[src/rtl/decode_buffer.sv]
// RV32I decode buffer: instructions are decoded at enqueue and queued as control words.
// Define DECODE_BUFFER_BYPASS_EN to let a push into an empty buffer reach ctrl_o in the same cycle.
package pcmux;
  typedef enum logic [1:0] {pc_plus4 = 2'b00, alu_out = 2'b01, alu_mod2 = 2'b10} pcmux_sel_t;
endpackage

package alumux;
  typedef enum logic {rs1_out = 1'b0, pc_out = 1'b1} alumux1_sel_t;
  typedef enum logic [2:0] {i_imm = 3'd0, u_imm = 3'd1, b_imm = 3'd2, s_imm = 3'd3,
                            j_imm = 3'd4, rs2_out = 3'd5} alumux2_sel_t;
endpackage

package cmpmux;
  typedef enum logic {rs2_out = 1'b0, i_imm = 1'b1} cmpmux_sel_t;
endpackage

package regfilemux;
  typedef enum logic [3:0] {alu_out = 4'd0, br_en = 4'd1, u_imm = 4'd2, lw = 4'd3, pc_plus4 = 4'd4,
                            lb = 4'd5, lbu = 4'd6, lh = 4'd7, lhu = 4'd8} regfilemux_sel_t;
endpackage

package rv32i_types;
  typedef enum logic [6:0] {
    op_lui = 7'b0110111, op_auipc = 7'b0010111, op_jal = 7'b1101111, op_jalr = 7'b1100111,
    op_br = 7'b1100011, op_load = 7'b0000011, op_store = 7'b0100011, op_imm = 7'b0010011,
    op_reg = 7'b0110011, op_csr = 7'b1110011
  } rv32i_opcode;

  typedef enum logic [2:0] {beq = 3'b000, bne = 3'b001, blt = 3'b100, bge = 3'b101,
                            bltu = 3'b110, bgeu = 3'b111} branch_funct3_t;

  typedef enum logic [2:0] {alu_add = 3'b000, alu_sll = 3'b001, alu_sra = 3'b010, alu_sub = 3'b011,
                            alu_xor = 3'b100, alu_srl = 3'b101, alu_or = 3'b110, alu_and = 3'b111} alu_ops;

  typedef struct packed {
    logic [31:0]                 instruction;
    rv32i_opcode                 opcode;
    logic [4:0]                  rs1;
    logic [4:0]                  rs2;
    logic [4:0]                  rd;
    logic [31:0]                 i_imm;
    logic [31:0]                 s_imm;
    logic [31:0]                 b_imm;
    logic [31:0]                 u_imm;
    logic [31:0]                 j_imm;
    logic [31:0]                 PC_val;
    logic [31:0]                 PC_mux_val;
    logic [31:0]                 rs1_data;
    logic [31:0]                 rs2_data;
    logic [31:0]                 alu_out;
    logic                        cmp_out;
    logic                        commit;
    alu_ops                      aluop;
    branch_funct3_t              cmpop;
    alumux::alumux1_sel_t        alumux1_sel;
    alumux::alumux2_sel_t        alumux2_sel;
    cmpmux::cmpmux_sel_t         cmpmux_sel;
    regfilemux::regfilemux_sel_t regfilemux_sel;
    pcmux::pcmux_sel_t           pcmux_sel;
    logic                        branch;
    logic                        data_mem_read;
    logic                        data_mem_write;
    logic                        has_rd;
    logic                        load_regfile;
    logic [3:0]                  rmask;
    logic [3:0]                  wmask;
  } rv32i_control_word;
endpackage

module decode_buffer
  import rv32i_types::*;
#(
  parameter int DEPTH = 4
) (
  input  logic                       clk,
  input  logic                       rst,
  input  logic                       flush_i,
  input  logic                       in_valid_i,
  output logic                       in_ready_o,
  input  logic [31:0]                instr_i,
  input  logic [31:0]                pc_i,
  input  logic [31:0]                pc_next_i,
  output logic                       out_valid_o,
  input  logic                       out_ready_i,
  output rv32i_control_word          ctrl_o,
  output logic                       illegal_o,
  output logic [$clog2(DEPTH+1)-1:0] count_o
);
  localparam int PW = $clog2(DEPTH);
  localparam int CW = $clog2(DEPTH+1);
  localparam logic [CW-1:0] FULL = CW'(DEPTH);

  rv32i_control_word dec;
  logic              dec_ill;
  logic [2:0]        funct3;

  assign funct3 = instr_i[14:12];

  always_comb begin
    dec                = '0;
    dec_ill            = 1'b0;
    dec.instruction    = instr_i;
    dec.opcode         = rv32i_opcode'(instr_i[6:0]);
    dec.rs1            = instr_i[19:15];
    dec.rs2            = instr_i[24:20];
    dec.rd             = instr_i[11:7];
    dec.i_imm          = {{21{instr_i[31]}}, instr_i[30:20]};
    dec.s_imm          = {{21{instr_i[31]}}, instr_i[30:25], instr_i[11:7]};
    dec.b_imm          = {{20{instr_i[31]}}, instr_i[7], instr_i[30:25], instr_i[11:8], 1'b0};
    dec.u_imm          = {instr_i[31:12], 12'h000};
    dec.j_imm          = {{12{instr_i[31]}}, instr_i[19:12], instr_i[20], instr_i[30:21], 1'b0};
    dec.PC_val         = pc_i;
    dec.PC_mux_val     = pc_next_i;
    dec.commit         = 1'b1;
    dec.aluop          = alu_add;
    dec.cmpop          = beq;
    dec.alumux1_sel    = alumux::rs1_out;
    dec.alumux2_sel    = alumux::i_imm;
    dec.cmpmux_sel     = cmpmux::rs2_out;
    dec.regfilemux_sel = regfilemux::alu_out;
    dec.pcmux_sel      = pcmux::pc_plus4;
    dec.has_rd         = 1'b1;
    case (instr_i[6:0])
      op_lui:   dec.regfilemux_sel = regfilemux::u_imm;
      op_auipc: begin
        dec.alumux1_sel = alumux::pc_out;
        dec.alumux2_sel = alumux::u_imm;
      end
      op_jal: begin
        dec.branch         = 1'b1;
        dec.pcmux_sel      = pcmux::alu_mod2;
        dec.alumux1_sel    = alumux::pc_out;
        dec.alumux2_sel    = alumux::j_imm;
        dec.regfilemux_sel = regfilemux::pc_plus4;
      end
      op_jalr: begin
        dec.branch         = 1'b1;
        dec.pcmux_sel      = pcmux::alu_mod2;
        dec.regfilemux_sel = regfilemux::pc_plus4;
      end
      op_br: begin
        dec.branch      = 1'b1;
        dec.cmpop       = branch_funct3_t'(funct3);
        dec.alumux1_sel = alumux::pc_out;
        dec.alumux2_sel = alumux::b_imm;
        dec.has_rd      = 1'b0;
      end
      op_load: begin
        dec.data_mem_read = 1'b1;
        case (funct3)
          3'b000:  dec.regfilemux_sel = regfilemux::lb;
          3'b001:  dec.regfilemux_sel = regfilemux::lh;
          3'b100:  dec.regfilemux_sel = regfilemux::lbu;
          3'b101:  dec.regfilemux_sel = regfilemux::lhu;
          default: dec.regfilemux_sel = regfilemux::lw;
        endcase
      end
      op_store: begin
        dec.data_mem_write = 1'b1;
        dec.alumux2_sel    = alumux::s_imm;
        dec.has_rd         = 1'b0;
      end
      op_imm, op_reg: begin
        // Register ops share the immediate decode, differing only in operand B and sub.
        dec.aluop = alu_ops'(funct3);
        if (instr_i[5]) dec.alumux2_sel = alumux::rs2_out;
        if (funct3 == 3'b101 && instr_i[30]) dec.aluop = alu_sra;
        if (funct3 == 3'b000 && instr_i[30] && instr_i[5]) dec.aluop = alu_sub;
        if (funct3 == 3'b010 || funct3 == 3'b011) begin
          dec.regfilemux_sel = regfilemux::br_en;
          dec.cmpop          = (funct3 == 3'b010) ? blt : bltu;
          if (!instr_i[5]) dec.cmpmux_sel = cmpmux::i_imm;
        end
      end
      default: begin
        dec_ill    = 1'b1;
        dec.has_rd = 1'b0;
      end
    endcase
    dec.load_regfile = dec.has_rd & (dec.rd != 5'd0);
  end

  rv32i_control_word mem_q [DEPTH];
  logic [DEPTH-1:0]  ill_q;
  logic [PW-1:0]     head_q, head_d, tail_q, tail_d;
  logic [CW-1:0]     count_q, count_d;
  logic              empty, push, pop, wr_en, rd_en;

  assign empty      = (count_q == '0);
  assign in_ready_o = (count_q < FULL);
  assign push       = in_valid_i & in_ready_o;
  assign pop        = out_valid_o & out_ready_i;
  // A pop while empty can only be a bypassed word, which is consumed without storing.
  assign wr_en      = push & ~flush_i & ~(empty & pop);
  assign rd_en      = pop & ~empty & ~flush_i;
  assign count_o    = count_q;

`ifdef DECODE_BUFFER_BYPASS_EN
  assign out_valid_o = ~empty | (in_valid_i & ~rst);
  assign ctrl_o      = !out_valid_o ? '0 : (empty ? dec : mem_q[head_q]);
  assign illegal_o   = out_valid_o & (empty ? dec_ill : ill_q[head_q]);
`else
  assign out_valid_o = ~empty;
  assign ctrl_o      = out_valid_o ? mem_q[head_q] : '0;
  assign illegal_o   = out_valid_o & ill_q[head_q];
`endif

  always_comb begin
    head_d  = head_q;
    tail_d  = tail_q;
    count_d = count_q;
    if (flush_i) begin
      head_d  = '0;
      tail_d  = '0;
      count_d = '0;
    end else begin
      if (wr_en) tail_d = tail_q + PW'(1);
      if (rd_en) head_d = head_q + PW'(1);
      case ({wr_en, rd_en})
        2'b10:   count_d = count_q + CW'(1);
        2'b01:   count_d = count_q - CW'(1);
        default: count_d = count_q;
      endcase
    end
  end

  always_ff @(posedge clk or posedge rst) begin
    if (rst) begin
      head_q  <= '0;
      tail_q  <= '0;
      count_q <= '0;
    end else begin
      head_q  <= head_d;
      tail_q  <= tail_d;
      count_q <= count_d;
    end
  end

  // Payload needs no reset: it is only visible while count_q marks it valid.
  always_ff @(posedge clk) begin
    if (wr_en) begin
      mem_q[tail_q] <= dec;
      ill_q[tail_q] <= dec_ill;
    end
  end
endmodule

[config.mk]
export PLATFORM = sky130hd
export DESIGN_NAME = decode_buffer
export DESIGN_NICKNAME = d
export VERILOG_FILES = /design/src/rtl/decode_buffer.sv
export SDC_FILE = /design/constraint.sdc
export NUM_CORES = 1
export LEC_CHECK = 0
export BUFFER_PORTS_ARGS = -buffer_cell sky130_fd_sc_hd__clkbuf_2
export CORE_AREA = 2 2 200 202
export CTS_CLUSTER_DIAMETER = 30
export CTS_CLUSTER_SIZE = 10
export DETAILED_ROUTE_END_ITERATION = 7
export DIE_AREA = 0 0 202 204
export PLACE_DENSITY_LB_ADDON = 0.05
export SLEW_MARGIN = 20
export SYNTH_ARGS = -nofsm -noshare
export SYNTH_HDL_FRONTEND = slang
export SYNTH_SLANG_ARGS = --single-unit
[constraint.sdc]
create_clock -name clk -period 5.3 [get_ports clk]
set_clock_uncertainty 0.05 [all_clocks]
set_input_delay 1.06 -clock clk [delete_from_list [all_inputs] [get_ports clk]]
set_output_delay 1.06 -clock clk [all_outputs]
set_load 0.02 [all_outputs]
==> impl_metrics.ini <==
[synth]
yosysTopAreaCellShare_pct = 67.9
yosys_warnings = 0
ys_async_sr_fraction_pct = 1.46
synthFlopType = edfxtp_1
synthMuxAreaShare_pct = 12.8
synth_area_sq_um = 20900
synth_compound_area_share_pct = 0.785
avgSynthCellArea_sq_um = 18.1
synth-xor-area-share_pct = 0.252
synthAdderAreaFrac_pct = 0.336
synth_cell_type_count = 45
synth_top_family_by_area = multiplexers
synthSimpleGateAreaFrac_pct = 5.28
synthTopCellsByArea = edfxtp_1 (68%), mux4_2 (13%), buf_4 (10%)
synth-seq-cells = 479
yosys.area.top_type = edfxtp_1
yosysSeqAreaShare_pct = 68.7
synth-edff-count = 472
synth_cells = 1155

[timing]
fin_tns_setup_ns = 0
period_needed_ns = 4.12
maxSlewViolCount = 0
fin_ws_ns = 1.18
rsz0062_at_grt = false
slew_headroom_pct = 43.3
setup_viol = 0
max_freq_mhz = 243
worst_pin_slew_ns = 0.850
hold_violations = 0
post-route-period-util_pct = 77.7

[min_path]
hold_class = input pin to async pin

[drt]
ant_nets = 0
avgViaCountPerCell = 5.09
drt-total-wl_um = 43600
drtPass1Iterations = 4
vias = 10500
wire_per_inst_um = 21.2
initialDrtViolationCount = 605
drc_errors = 0

[placement]
preCtsSetupSlack_ns = 1.71
place_congestion = 0.714
io_buffers = 392
dpl.hpwl_um = 27100
dpl.cell_count = 1874

[clock_tree]
clkLatencyLatePin_ns = 0.61
cts_hold_buf = 0
cts.sinks = 479
ctsHtreeMaxLevel = 3
cts.path.max_buffers = 3
postCtsSetupBuffers = 0
numCtsBuffers = 94
root_buffer = clkbuf_16
clkTransAtPathRegs_ns = 0.05
cts_tree = done
cts.repair.resized = 0

[layout]
final_layout_size_suffix_gt1_share_pct = 45.5
seqCellArea_sq_um = 14400
multi_input_area_sq_um = 4520
final_util_pct = 63.8
layout.cells.non_filler = 2054
synthToLayoutAreaGrowth_pct = 19.8
nNetsFinal = 1551
fillers = 2834

[floorplanning]
dieArea_sq_um = 41200
ios = 513
rows = 73
die_w_um = 202
die_y_um = 204
core_sq_um = 39200
start_util_pct = 53.3

[grt]
grt_usage_pct = 20.9
grt_first_pass_wirelength_um = 63300
overflow = 0
grt_max_degree = 93
grt_antenna_before_repair = 9
grt_pass1_vias = 10300

[worst_setup_path]
end_kind = output port
arrival_ns = 3.01
worstSetupPathType = register to output port
start_kind = register
cp_max_fo = 29
worst_ep_required_time_ns = 4.19

[run_status]
outcome = completed

[power]
vdd_ir_drop_max_mv = 0.333
power_density_nw_per_um2 = 486
leakage_uw = 0.00937

[run]
max_cap_violations = 0
[worst paths after layout]
path	startpoint	endpoint	slack (ns)	depth (start not counted)
max	head_q[0]	ctrl_o[366]	1.18	4
min	rst	count_o[1]	0.32	2
max reg2reg	count_o[2]	mem_q[1][65]	2.60	3
min reg2reg	tail_q[0]	tail_q[0]	0.56	2
max in group asynchronous	rst	head_q[1]	4.62	2
min in group clk	tail_q[0]	tail_q[0]	0.56	2
[state kept, by name (all words and copies together) (netlist names)]
name,count
head_q,2
count_o,3
ill_q,4
mem_q,468
tail_q,2
[cells in the mapped netlist, drive strengths merged, types with 2 or more instances]
cell    number
o21ai        6
or3          3
mux4       118
nand3        7
inv         10
or4          2
nand4b       3
and3         2
nand3b       2
o31ai        3
and3b        2
nand4        2
edfxtp     472
xor2         4
and2       124
nor2         6
a211oi       2
o311ai       2
clkbuf      17
a21oi        9
nand2b       4
ha           4
xnor2        2
a31oi        2
nor3b        2
dfrtp        7
buf        316
nor2b        4
nand2        7
nor3         2
[final cells by class]
type	instances	share of cell area [%]
timing repair buffer	408	8.62
multi-input combinational	452	18.1
sequential	479	57.4
antenna	5	0.0500
tap	525	2.63
inverter	10	0.150
clock inverter	71	3.52
clock buffer	104	9.55
[worst max-delay path, cell delays in order (launching register included)]
cell and delay [ns]:
dfrtp_4 0.82, buf_4 0.53, mux4_2 0.55, and2_1 0.28, clkbuf_2 0.21
[power breakdown]
part	switching (uW)	internal [uW]	leakage (uW)
logic	1230	626	0.00344
registers	56.5	4320	0.00435
clock network	1980	3970	0.00157
total	3260	8910	0.00937
[per-layer routing]
layer / up-vias / global-route usage (%) / wire length, um
met4: 4 / 9.30 / 1320
met3: 78 / 4.38 / 2640
li1: 4621 / - / -
met5: - / 0 / 25
met1: 5364 / 27.1 / 17400
met2: 397 / 34.5 / 22200
[kinds of logic after synthesis]
logic type | Yosys count
simple gates | 176
mux | 119
other cells | 1
buf+inv | 343
fa+ha+maj | 5
xor+xnor | 6
compound gates | 26
flops | 479
[metrics by stage]
step | total power (uW) | instance area, sq um | hold slack, ns
final | 12200 | 25000 | 0.318
after CTS | 12300 | 25000 | 0.295
after global routing | 12600 | 25000 | 0.335
after detailed placement | 6320 | 21700 | 0.556
after global placement | 6310 | 21700 | 0.556
after floorplan | 6050 | 21300 | 0.512
[cell usage in the layout, fill, tap and decap left out, drive strengths merged, types with 2 or more instances in the layout]
master | Yosys | layout
clkbuf | 17 | 496
edfxtp | 472 | 472
and2 | 124 | 124
conb | 1 | 120
mux4 | 118 | 118
clkinv | 0 | 39
inv | 10 | 18
buf | 316 | 16
bufinv | 0 | 14
clkinvlp | 0 | 10
a21oi | 9 | 9
nand2 | 7 | 7
nand3 | 7 | 7
dfrtp | 7 | 7
o21ai | 6 | 6
nor2 | 6 | 6
diode | 0 | 5
nor2b | 4 | 4
xor2 | 4 | 4
nand2b | 4 | 4
ha | 4 | 4
nand4b | 3 | 3
or3 | 3 | 3
o31ai | 3 | 3
a31oi | 2 | 2
xnor2 | 2 | 2
and3b | 2 | 2
nand3b | 2 | 2
nor3 | 2 | 2
nand4 | 2 | 2
a211oi | 2 | 2
and3 | 2 | 2
or4 | 2 | 2
nor3b | 2 | 2
o311ai | 2 | 2
No activity file was read; power rests on OpenSTA's default activity.
